## config.mk

```make
export PLATFORM = sky130hd
export DESIGN_NAME = imm_extend_pipe_flat
export DESIGN_NICKNAME = d
export VERILOG_FILES = /design/src/rtl/imm_extend_pipe_if.sv /design/src/rtl/imm_extend_pipe.sv /design/src/flat_wrapper.sv
export SDC_FILE = /design/constraint.sdc
export NUM_CORES = 1
export LEC_CHECK = 0
export ABC_CLOCK_PERIOD_IN_PS = 2090
export CORE_MARGIN = 3
export CORE_UTILIZATION = 55
export CTS_BUF_LIST = sky130_fd_sc_hd__clkbuf_2
export DETAILED_ROUTE_END_ITERATION = 12
export PLACE_DENSITY = 0.81
export SYNTH_ARGS = -nofsm -noshare
export SYNTH_HDL_FRONTEND = slang
export SYNTH_SLANG_ARGS = --single-unit
```

## constraint.sdc

```tcl
create_clock -name clk -period 2.09 [get_ports clk]
set_clock_uncertainty 0.15 [all_clocks]
set_input_delay 0.5225 -clock clk [delete_from_list [all_inputs] [get_ports clk]]
set_output_delay 0.5225 -clock clk [all_outputs]
set_load 0.01 [all_outputs]
```

## src/rtl/imm_extend_pipe_if.sv

```systemverilog
// Handshake bundle for imm_extend_pipe: producer-side immediate input and
// consumer-side extended result output.
interface imm_extend_pipe_if #(
  parameter int unsigned IN_WIDTH  = 16,
  parameter int unsigned OUT_WIDTH = 32
);
  logic                 in_valid;
  logic                 in_ready;
  logic [IN_WIDTH-1:0]  in_imm;
  logic [1:0]           in_mode;
  logic                 out_valid;
  logic                 out_ready;
  logic [OUT_WIDTH-1:0] out_data;
  logic                 out_neg;

  modport master (
    output in_valid, in_imm, in_mode, out_ready,
    input  in_ready, out_valid, out_data, out_neg
  );

  modport slave (
    input  in_valid, in_imm, in_mode, out_ready,
    output in_ready, out_valid, out_data, out_neg
  );
endinterface

```

## src/rtl/imm_extend_pipe.sv

```systemverilog
// Pipelined immediate extender (sign/zero/upper/branch) with a small result FIFO.
// Define IMM_EXTEND_COUNT_EN to add the ext_count pop counter output.
module imm_extend_pipe #(
  parameter int unsigned IN_WIDTH  = 16,
  parameter int unsigned OUT_WIDTH = 32,
  parameter int unsigned DEPTH     = 2
) (
  input logic              clk,
  input logic              rst_n,
  input logic              flush,
  imm_extend_pipe_if.slave bus
`ifdef IMM_EXTEND_COUNT_EN
  ,
  output logic [31:0]      ext_count
`endif
);

  localparam int unsigned PtrW = (DEPTH > 1) ? $clog2(DEPTH) : 1;
  localparam int unsigned CntW = $clog2(DEPTH + 1);
  localparam int unsigned PadW = OUT_WIDTH - IN_WIDTH;

  logic [OUT_WIDTH-1:0] mem_q [DEPTH];
  logic [OUT_WIDTH-1:0] mem_d [DEPTH];
  logic [PtrW-1:0]      wr_ptr_q, wr_ptr_d;
  logic [PtrW-1:0]      rd_ptr_q, rd_ptr_d;
  logic [CntW-1:0]      count_q, count_d;
  logic [OUT_WIDTH-1:0] sign_ext;
  logic [OUT_WIDTH-1:0] ext_val;
  logic                 full, empty, push, pop;

  always_comb begin
    sign_ext = {{PadW{bus.in_imm[IN_WIDTH-1]}}, bus.in_imm};
    ext_val  = sign_ext;
    unique case (bus.in_mode)
      2'b00: ext_val = sign_ext;
      2'b01: ext_val = {{PadW{1'b0}}, bus.in_imm};
      2'b10: ext_val = {bus.in_imm, {PadW{1'b0}}};
      2'b11: ext_val = sign_ext << 2;
      default: ext_val = sign_ext;
    endcase
  end

  assign full  = (count_q == CntW'(DEPTH));
  assign empty = (count_q == '0);
  assign push  = bus.in_valid && !full;
  assign pop   = !empty && bus.out_ready;

  // in_ready looks only at occupancy, so a full FIFO never pushes through.
  assign bus.in_ready  = !full;
  assign bus.out_valid = !empty;
  assign bus.out_data  = empty ? '0 : mem_q[rd_ptr_q];
  assign bus.out_neg   = bus.out_data[OUT_WIDTH-1];

  always_comb begin
    mem_d    = mem_q;
    wr_ptr_d = wr_ptr_q;
    rd_ptr_d = rd_ptr_q;
    count_d  = count_q;
    if (flush) begin
      wr_ptr_d = '0;
      rd_ptr_d = '0;
      count_d  = '0;
    end else begin
      if (push) begin
        mem_d[wr_ptr_q] = ext_val;
        wr_ptr_d        = wr_ptr_q + PtrW'(1);
      end
      if (pop) begin
        rd_ptr_d = rd_ptr_q + PtrW'(1);
      end
      unique case ({push, pop})
        2'b10:   count_d = count_q + CntW'(1);
        2'b01:   count_d = count_q - CntW'(1);
        default: count_d = count_q;
      endcase
    end
  end

  always_ff @(posedge clk or negedge rst_n) begin
    if (!rst_n) begin
      for (int i = 0; i < int'(DEPTH); i++) begin
        mem_q[i] <= '0;
      end
      wr_ptr_q <= '0;
      rd_ptr_q <= '0;
      count_q  <= '0;
    end else begin
      mem_q    <= mem_d;
      wr_ptr_q <= wr_ptr_d;
      rd_ptr_q <= rd_ptr_d;
      count_q  <= count_d;
    end
  end

`ifdef IMM_EXTEND_COUNT_EN
  logic [31:0] ext_count_q, ext_count_d;

  // Counts every pop, including one coinciding with flush; flush never clears it.
  always_comb begin
    ext_count_d = ext_count_q;
    if (pop) begin
      ext_count_d = ext_count_q + 32'd1;
    end
  end

  always_ff @(posedge clk or negedge rst_n) begin
    if (!rst_n) begin
      ext_count_q <= '0;
    end else begin
      ext_count_q <= ext_count_d;
    end
  end

  assign ext_count = ext_count_q;
`endif

endmodule

```

## src/flat_wrapper.sv

```systemverilog
// flat-port wrapper written by rule: the top's interface ports become plain ports
module imm_extend_pipe_flat 
#(
  parameter int unsigned IN_WIDTH  = 16,
  parameter int unsigned OUT_WIDTH = 32,
  parameter int unsigned DEPTH     = 2
)
  (clk, rst_n, flush, bus_in_valid, bus_in_imm, bus_in_mode, bus_out_ready, bus_in_ready, bus_out_valid, bus_out_data, bus_out_neg);
  imm_extend_pipe_if #(.IN_WIDTH(IN_WIDTH), .OUT_WIDTH(OUT_WIDTH)) bus_i ();
  input logic clk;
  input logic rst_n;
  input logic flush;
  input wire logic [$bits(bus_i.in_valid)-1:0] bus_in_valid;
  input wire logic [$bits(bus_i.in_imm)-1:0] bus_in_imm;
  input wire logic [$bits(bus_i.in_mode)-1:0] bus_in_mode;
  input wire logic [$bits(bus_i.out_ready)-1:0] bus_out_ready;
  output wire logic [$bits(bus_i.in_ready)-1:0] bus_in_ready;
  output wire logic [$bits(bus_i.out_valid)-1:0] bus_out_valid;
  output wire logic [$bits(bus_i.out_data)-1:0] bus_out_data;
  output wire logic [$bits(bus_i.out_neg)-1:0] bus_out_neg;
  assign bus_i.in_valid = bus_in_valid;
  assign bus_i.in_imm = bus_in_imm;
  assign bus_i.in_mode = bus_in_mode;
  assign bus_i.out_ready = bus_out_ready;
  assign bus_in_ready = bus_i.in_ready;
  assign bus_out_valid = bus_i.out_valid;
  assign bus_out_data = bus_i.out_data;
  assign bus_out_neg = bus_i.out_neg;
  imm_extend_pipe #(.IN_WIDTH(IN_WIDTH), .OUT_WIDTH(OUT_WIDTH), .DEPTH(DEPTH)) u_core (.clk(clk), .rst_n(rst_n), .flush(flush), .bus(bus_i));
endmodule
```

==> results of run 1 <==
sequential cells by signal, indices dropped and copies added, names as in the netlist:
register,count
u_core.count_q,2
u_core.mem_q,64
u_core.rd_ptr_q,1
u_core.wr_ptr_q,1
final timing paths:
kind                              startpoint                 to  slack [ps]  cells past startpoint
setup / recovery             u_core.rd_ptr_q   bus_out_data[13]        -250                      5
min in group clk            u_core.mem_q[33]   u_core.mem_q[33]         380                      1
hold / removal                         rst_n  u_core.count_q[1]         210                      2
max in group asynchronous              rst_n    u_core.mem_q[1]         960                      3
setup reg to reg           u_core.count_q[1]    u_core.mem_q[1]         110                      6
hold reg to reg             u_core.mem_q[33]   u_core.mem_q[33]         380                      1
metrics by stage:
step / std cells / area [sq um] / total power [mW] / util (%)
CTS: 464 / 4700 / 3.82 / 73.2
floorplan: 295 / 3690 / 2.48 / -
finish: 469 / 4830 / 3.92 / 75.1
global route: 469 / 4830 / 4.12 / 75.1
global placement: 430 / 4490 / 2.86 / 69.9
detailed placement: 430 / 4490 / 2.91 / 69.9
placed cells by master (no fill, tap or decap), drive strengths merged:
| cell type | count |
|---|---|
| a21oi | 4 |
| clkinv | 2 |
| nor3b | 2 |
| nor2 | 34 |
| clkdlybuf4s50 | 21 |
| o21ai | 3 |
| mux2i | 50 |
| a21o | 1 |
| o211ai | 1 |
| xor2 | 1 |
| nor2b | 3 |
| dlygate4sd3 | 1 |
| o21bai | 15 |
| inv | 7 |
| mux2 | 62 |
| and2 | 1 |
| buf | 83 |
| bufinv | 2 |
| clkbuf | 10 |
| or2 | 1 |
| clkinvlp | 2 |
| nor4b | 1 |
| nand3b | 1 |
| a22o | 14 |
| dfrtp | 68 |
| nor4 | 1 |
| or3 | 1 |
layer usage:
layer  vias to the layer above  track usage [%]
li1                       1234                -
met1                      1343             33.8
met2                       101             39.0
met3                        13             3.86
met4                         0             10.2
met5                         -                0
worst max-delay path: cells and delay by family, from the launching register on:
kind,cells,cell delay [ps]
flip-flops,1,520
buffers and inverters,3,420
multiplexers,1,190
AND/OR/NAND/NOR,1,60
power by group through the flow:
| stage | Combinational [mW] | Clock, mW | Sequential, mW |
|---|---|---|---|
| detailed placement | 1.08 | 0 | 1.82 |
| floorplan | 0.712 | 0 | 1.77 |
| global placement | 1.06 | 0 | 1.81 |
| CTS | 1.12 | 0.901 | 1.81 |
| global route | 1.27 | 0.970 | 1.88 |
| finish | 1.18 | 0.906 | 1.84 |
logic make-up after synthesis:
family          count (synthesis)  synth area share, %
mux                           112                 34.4
flops                          68                 46.1
simple gates                   45                 6.54
compound gates                 38                 7.73
buf+inv                        31                 5.02
xor+xnor                        1                0.237
final cells by class:
| cell class | instances | area, sq um |
|---|---|---|
| Multi-Input combinational cell | 196 | 1870 |
| Clock buffer | 10 | 50.0 |
| Inverter | 7 | 26.3 |
| Clock inverter | 6 | 88.8 |
| Sequential cell | 68 | 1700 |
| Tap cell | 77 | 96.3 |
| Fill cell | 428 | 1600 |
| Timing Repair Buffer | 105 | 987 |
what timing repair did:
| action | CTS | global route |
|---|---|---|
| pin swaps | 7 | 15 |
| resized for setup | 159 | 26 |
| hold endpoints to repair | 27 | 0 |
| hold buffers | 1 | 0 |
| setup endpoints to repair | 35 | 35 |
| cloned | 2 | 0 |
| buffers inserted | 16 | 8 |
==> metrics.md, run 1 <==
| Metric | Value |
|---|---|
| Setup_tns | -6470 ps |
| Layout cells sized above 1 | 45.7% |
| Maximum VDD drop | 0.468 mV |
| Port Buffers | 57 |
| WP data arrival | 1660 ps |
| YS warnings | 0 |
| Vias in the first global route | 2,741 |
| Initial antenna violation count | 0 |
| Violated checks | setup timing |
| Minimum clock period | 2340 ps |
| Root Driver | clkbuf_2 |
| First-pass GRT wire length | 14.3 mm |
| Via count | 2,691 |
| Vias per cell | 5.74 |
| Worst min-delay path class | primary input to async pin |
| Worst slew pin tran | 404 ps |
| Pint | 2.73 mW |
| Count of cell types in the netlist | 29 |
| GP Congestion | 0.842 |
| Slowest stage cell on the critical path | dfrtp_2 |
| Crit. End Element | primary output |
| CTS tree | done |
| Status | finished with violations |
| Nets | 410 |
| Synth Flop Type | dfrtp_1 |
| H-tree Lvls | 3 |
| Post-DRT Antenna Nets | 0 |
| Hpwl dp | 5.66 mm |
| Slew margin rel. | 73.1% |
| Register share of total power | 46.9% |
| Clock sinks | 68 |
| Worst skew pair latency | 480 ps |
| Critical path type | flip-flop to primary output |
| MaxCap Viol Count | 0 |
| Net Sw Power | 1.19 mW |
| Synth Instances | 295 |
| Pin count of the biggest net entering global routing | 33 |
| Commonest cells in the netlist | dfrtp_1, mux2i_1, mux2_2 |
| Num CTS Buffers | 9 |
| CP Launch Type | flip-flop |
| FP Rows | 29 |
| Clock Path Buffers | 2 |
| Overflow after GRT | 0 |
| Pleak | 2.22 nW |
| Pwr dens | 812 nW/um^2 |
| Area Growth Syn to Fin | 30.7% |
| RSZ-0062 raised after global routing | true |
| I/O Pins | 58 |
| Peak fanout along the critical path | 6 |
| Die footprint | 7730 sq um |
| Worst-path clk slew | 190 ps |
| Sequential area share after synthesis | 46.1% |
| Peak Freq | 0.428 GHz |
| Die Width | 87.9 um |
| Crit path cell chain | buf_12, buf_6, mux2i_2, nor2_1, buf_2 |
| Final hold vios | 0 |
| Synth Net Count | 318 |
| Wl on met1 | 3.92 mm |
| Core box area | 6420 sq um |
| Worst Setup Slack, final | -246 ps |
| Ant. Diodes | 0 |
| Comb pwr share | 30.0% |
| Metal2 WL | 4.43 mm |
| Detailed Route WL | 9.03 mm |
| Yosys reg bits | 68 |
| Post-synth top area share | 46.1% |
| Drc violations | 0 |
| Pins Over Slew Limit | 0 |
| Required @ worst endpoint | 1420 ps |
| Clock share of power | 23.1% |
| Top Layer Used | met4 |
| Synth area leader | dfrtp_1 |
| Hold slack | 210 ps |
| Final period util | 112% |
| Pre-Repair DR Iteration Count | 4 |
| Mapped cell area | 3690 sq um |
| Switching portion of total power | 30.3% |
| Crit path largest cell delay | 520 ps |
| Place WS | -362 ps |
| Initial Utilization | 57.5% |
| GRT Total Usage | 24.6% |
| Synth top area cells | dfrtp_1, mux2i_1, mux2_2 |
| Syn avg cell area | 12.5 sq um |
| # setup viols final | 34 |
| Post-synth EDFFs | 0 |
| Ys async rst share | 100% |
| Routed len/inst | 19.3 um |
| Most used standard cell by instance count after synthesis | dfrtp_1 |
| Met3 wire length | 514 um |
| Chip Height | 87.9 um |
| Violation count after the first detailed-route iteration | 187 |
No activity file was read; power rests on OpenSTA's default activity.
==> run 2, diff against run 1 <==
--- a/config.mk
+++ b/config.mk
@@ -5,7 +5,7 @@
 export SDC_FILE = /design/constraint.sdc
 export NUM_CORES = 1
 export LEC_CHECK = 0
-export ABC_CLOCK_PERIOD_IN_PS = 2090
+export ABC_CLOCK_PERIOD_IN_PS = 2200
 export CORE_MARGIN = 3
 export CORE_UTILIZATION = 55
 export CTS_BUF_LIST = sky130_fd_sc_hd__clkbuf_2
==> constraint.sdc (replaced) <==
create_clock -name clk -period 2.2 [get_ports clk]
set_clock_uncertainty 0.15 [all_clocks]
set_input_delay 0.55 -clock clk [delete_from_list [all_inputs] [get_ports clk]]
set_output_delay 0.55 -clock clk [all_outputs]
set_load 0.01 [all_outputs]
==> metrics.md, run 2 (synthesis gave the netlist of run 1 again) <==
| Metric | Value |
|---|---|
| Final hold vios | 0 (unchanged) |
| Placed inst area | 4470 sq um (-0.33%) |
| Port Buffers | 57 (unchanged) |
| FP Rows | 29 (unchanged) |
| Chip Height | 87.9 um (unchanged) |
| Peak fanout along the critical path | 8 (+2) |
| Worst Setup Slack, final | -158 ps (+87.4 ps) |
| Maximum VDD drop | 0.463 mV (-1.1%) |
| Crit. End Element | primary output |
| Layout cells sized above 1 | 41.8% (-3.9 points) |
| Pwr dens | 780 nW/um^2 (-4.0%) |
| Worst slew pin tran | 403 ps (-0.858 ps) |
| H-tree Lvls | 3 (unchanged) |
| Area Growth Syn to Fin | 24.3% |
| Initial Utilization | 57.5% (unchanged) |
| Pre-Repair DR Iteration Count | 4 (unchanged) |
| Most flops, register | u_core.mem_q |
| Clock sinks | 68 (unchanged) |
| Critical path type | flip-flop to primary output |
| Hpwl dp | 5.67 mm (+0.15%) |
| Nets | 396 (-3.4%) |
| Pleak | 2.12 nW (-4.5%) |
| WP data arrival | 1660 ps (about the same) |
| Overflow after GRT | 0 (unchanged) |
| Final period util | 107% |
| # setup viols final | 33 (-2.9%) |
| Required @ worst endpoint | 1500 ps (+80 ps) |
| Peak Freq | 0.424 GHz |
| Critical Path Start | u_core.rd_ptr_q |
| Die Width | 87.9 um (unchanged) |
| Post-DRT Antenna Nets | 0 (unchanged) |
| Crit path largest cell delay | 500 ps (-20 ps) |
| CP Launch Type | flip-flop |
| Minimum clock period | 2360 ps |
| First-pass GRT wire length | 13.7 mm (-3.7%) |
| Initial antenna violation count | 0 (unchanged) |
| I/O Pins | 58 (unchanged) |
| CTS tree | done |
| Worst skew pair latency | 490 ps (about the same) |
| GRT Total Usage | 23.3% (-1.3 points) |
| RSZ-0062 raised after global routing | true |
| Die footprint | 7730 sq um (unchanged) |
| Crit path cell chain | buf_12, buf_12, mux2i_1, nor2_1, buf_2 |
| Pins Over Slew Limit | 0 (unchanged) |
| Pin count of the biggest net entering global routing | 33 (unchanged) |
| Violation count after the first detailed-route iteration | 161 (-14%) |
| Root Driver | clkbuf_2 |
| Core box area | 6420 sq um (unchanged) |
| Violated checks | setup timing |
| Cell repeated most along the worst path | buf_12 |
| Clock Path Buffers | 2 (unchanged) |
| Slew margin rel. | 73.1% (about the same) |
| Vias per cell | 5.68 (-0.98%) |
| Commonest cells after routing, fill and taps aside | dfrtp_1, mux2i_1, mux2_2, buf_2, nor2_1 |
| FF-to-FF Start | u_core.count_q[1] |
| Via count | 2,585 (-3.9%) |
| Ant. Diodes | 0 (unchanged) |
| Commonest non-fill, non-tap cell in the layout | dfrtp_1 |
| Detailed Route WL | 8.27 mm (-8.5%) |
| MaxCap Viol Count | 0 (unchanged) |
| Routed len/inst | 18.2 um (-5.7%) |
| Drc violations | 0 (unchanged) |
| Num CTS Buffers | 9 (unchanged) |
| Final instance area | 4590 sq um (-4.9%) |
| Place WS | -291 ps (+70.7 ps) |
| Regs by FF count | u_core.mem_q: 64 flops, u_core.count_q: 2 flops |
| GP Congestion | 0.857 (+1.8%) |
| Worst-path clk slew | 200 ps (about the same) |
| Status | finished with violations |
| Vias in the first global route | 2,745 (+0.15%) |
| Number of flip-flops in the largest register | 64 (unchanged) |
| Worst min-delay path class | primary input to async pin |
| Fillers | 480 (+12%) |
| Slowest stage cell on the critical path | dfrtp_2 |
==> run 2: metal layers <==
layer	vias up	track usage, %	share of wire [%]
li1	1201	-	-
met1	1310	31.7	47
met2	62	38.4	48
met3	12	3.20	4.0
met4	0	8.37	1.3
met5	-	0	0
==> run 2: cell type report <==
| class | count | area [sq um] | area share, % |
|---|---|---|---|
| inverters | 7 | 26.3 | 0.572 |
| clock buffers | 10 | 50.0 | 1.09 |
| multi-input cells | 196 | 1830 | 39.8 |
| clock inverters | 6 | 88.8 | 1.94 |
| repair buffers | 91 | 800 | 17.4 |
| flip-flops and latches | 68 | 1700 | 37.1 |
| well taps | 77 | 96.3 | 2.10 |
==> run 2: timing repair <==
action	in CTS	in global routing
endpoints found under the setup margin	35	34
gates cloned	2	0
hold buffers	1	0
endpoints found under the hold margin	5	0
pin swaps	4	4
resized for setup	149	5
buffers inserted	10	1
==> run 2: critical path, delay by kind of cell, from the launching register on <==
| family | cells | cell delay [ps] |
|---|---|---|
| muxes | 1 | 110 |
| buffers and inverters | 3 | 450 |
| DFF | 1 | 500 |
| and+or+nand+nor | 1 | 120 |
==> run 2: worst paths after layout <==
kind                                     endpoint  slack (ps)  cells after the start
worst max register to register   u_core.mem_q[13]         170                      7
max in group asynchronous        u_core.mem_q[45]        1020                      3
worst max-delay path             bus_out_data[31]        -160                      5
worst min-delay path            u_core.count_q[0]         230                      2
min in group clk                 u_core.mem_q[33]         360                      1
worst min register to register   u_core.mem_q[33]         360                      1
==> run 2: power breakdown <==
group / internal [mW] / switching (mW) / leakage (nW)
Sequential: 1.54 / 0.177 / 0.856
Clock: 0.380 / 0.462 / 0.0781
Combinational: 0.600 / 0.414 / 1.19
==> run 2: per-stage QoR <==
stage	util, %	power (mW)	hold WS [ps]	std cells	TNS, ps
after floorplan	-	2.36	104	295	0
after global placement	69.6	2.72	240	428	-14000
after detailed placement	69.6	2.76	237	428	-16770
after CTS	71.7	3.61	216	456	-4490
after global routing	71.5	3.78	215	455	-6430
final	71.5	3.58	232	455	-3250
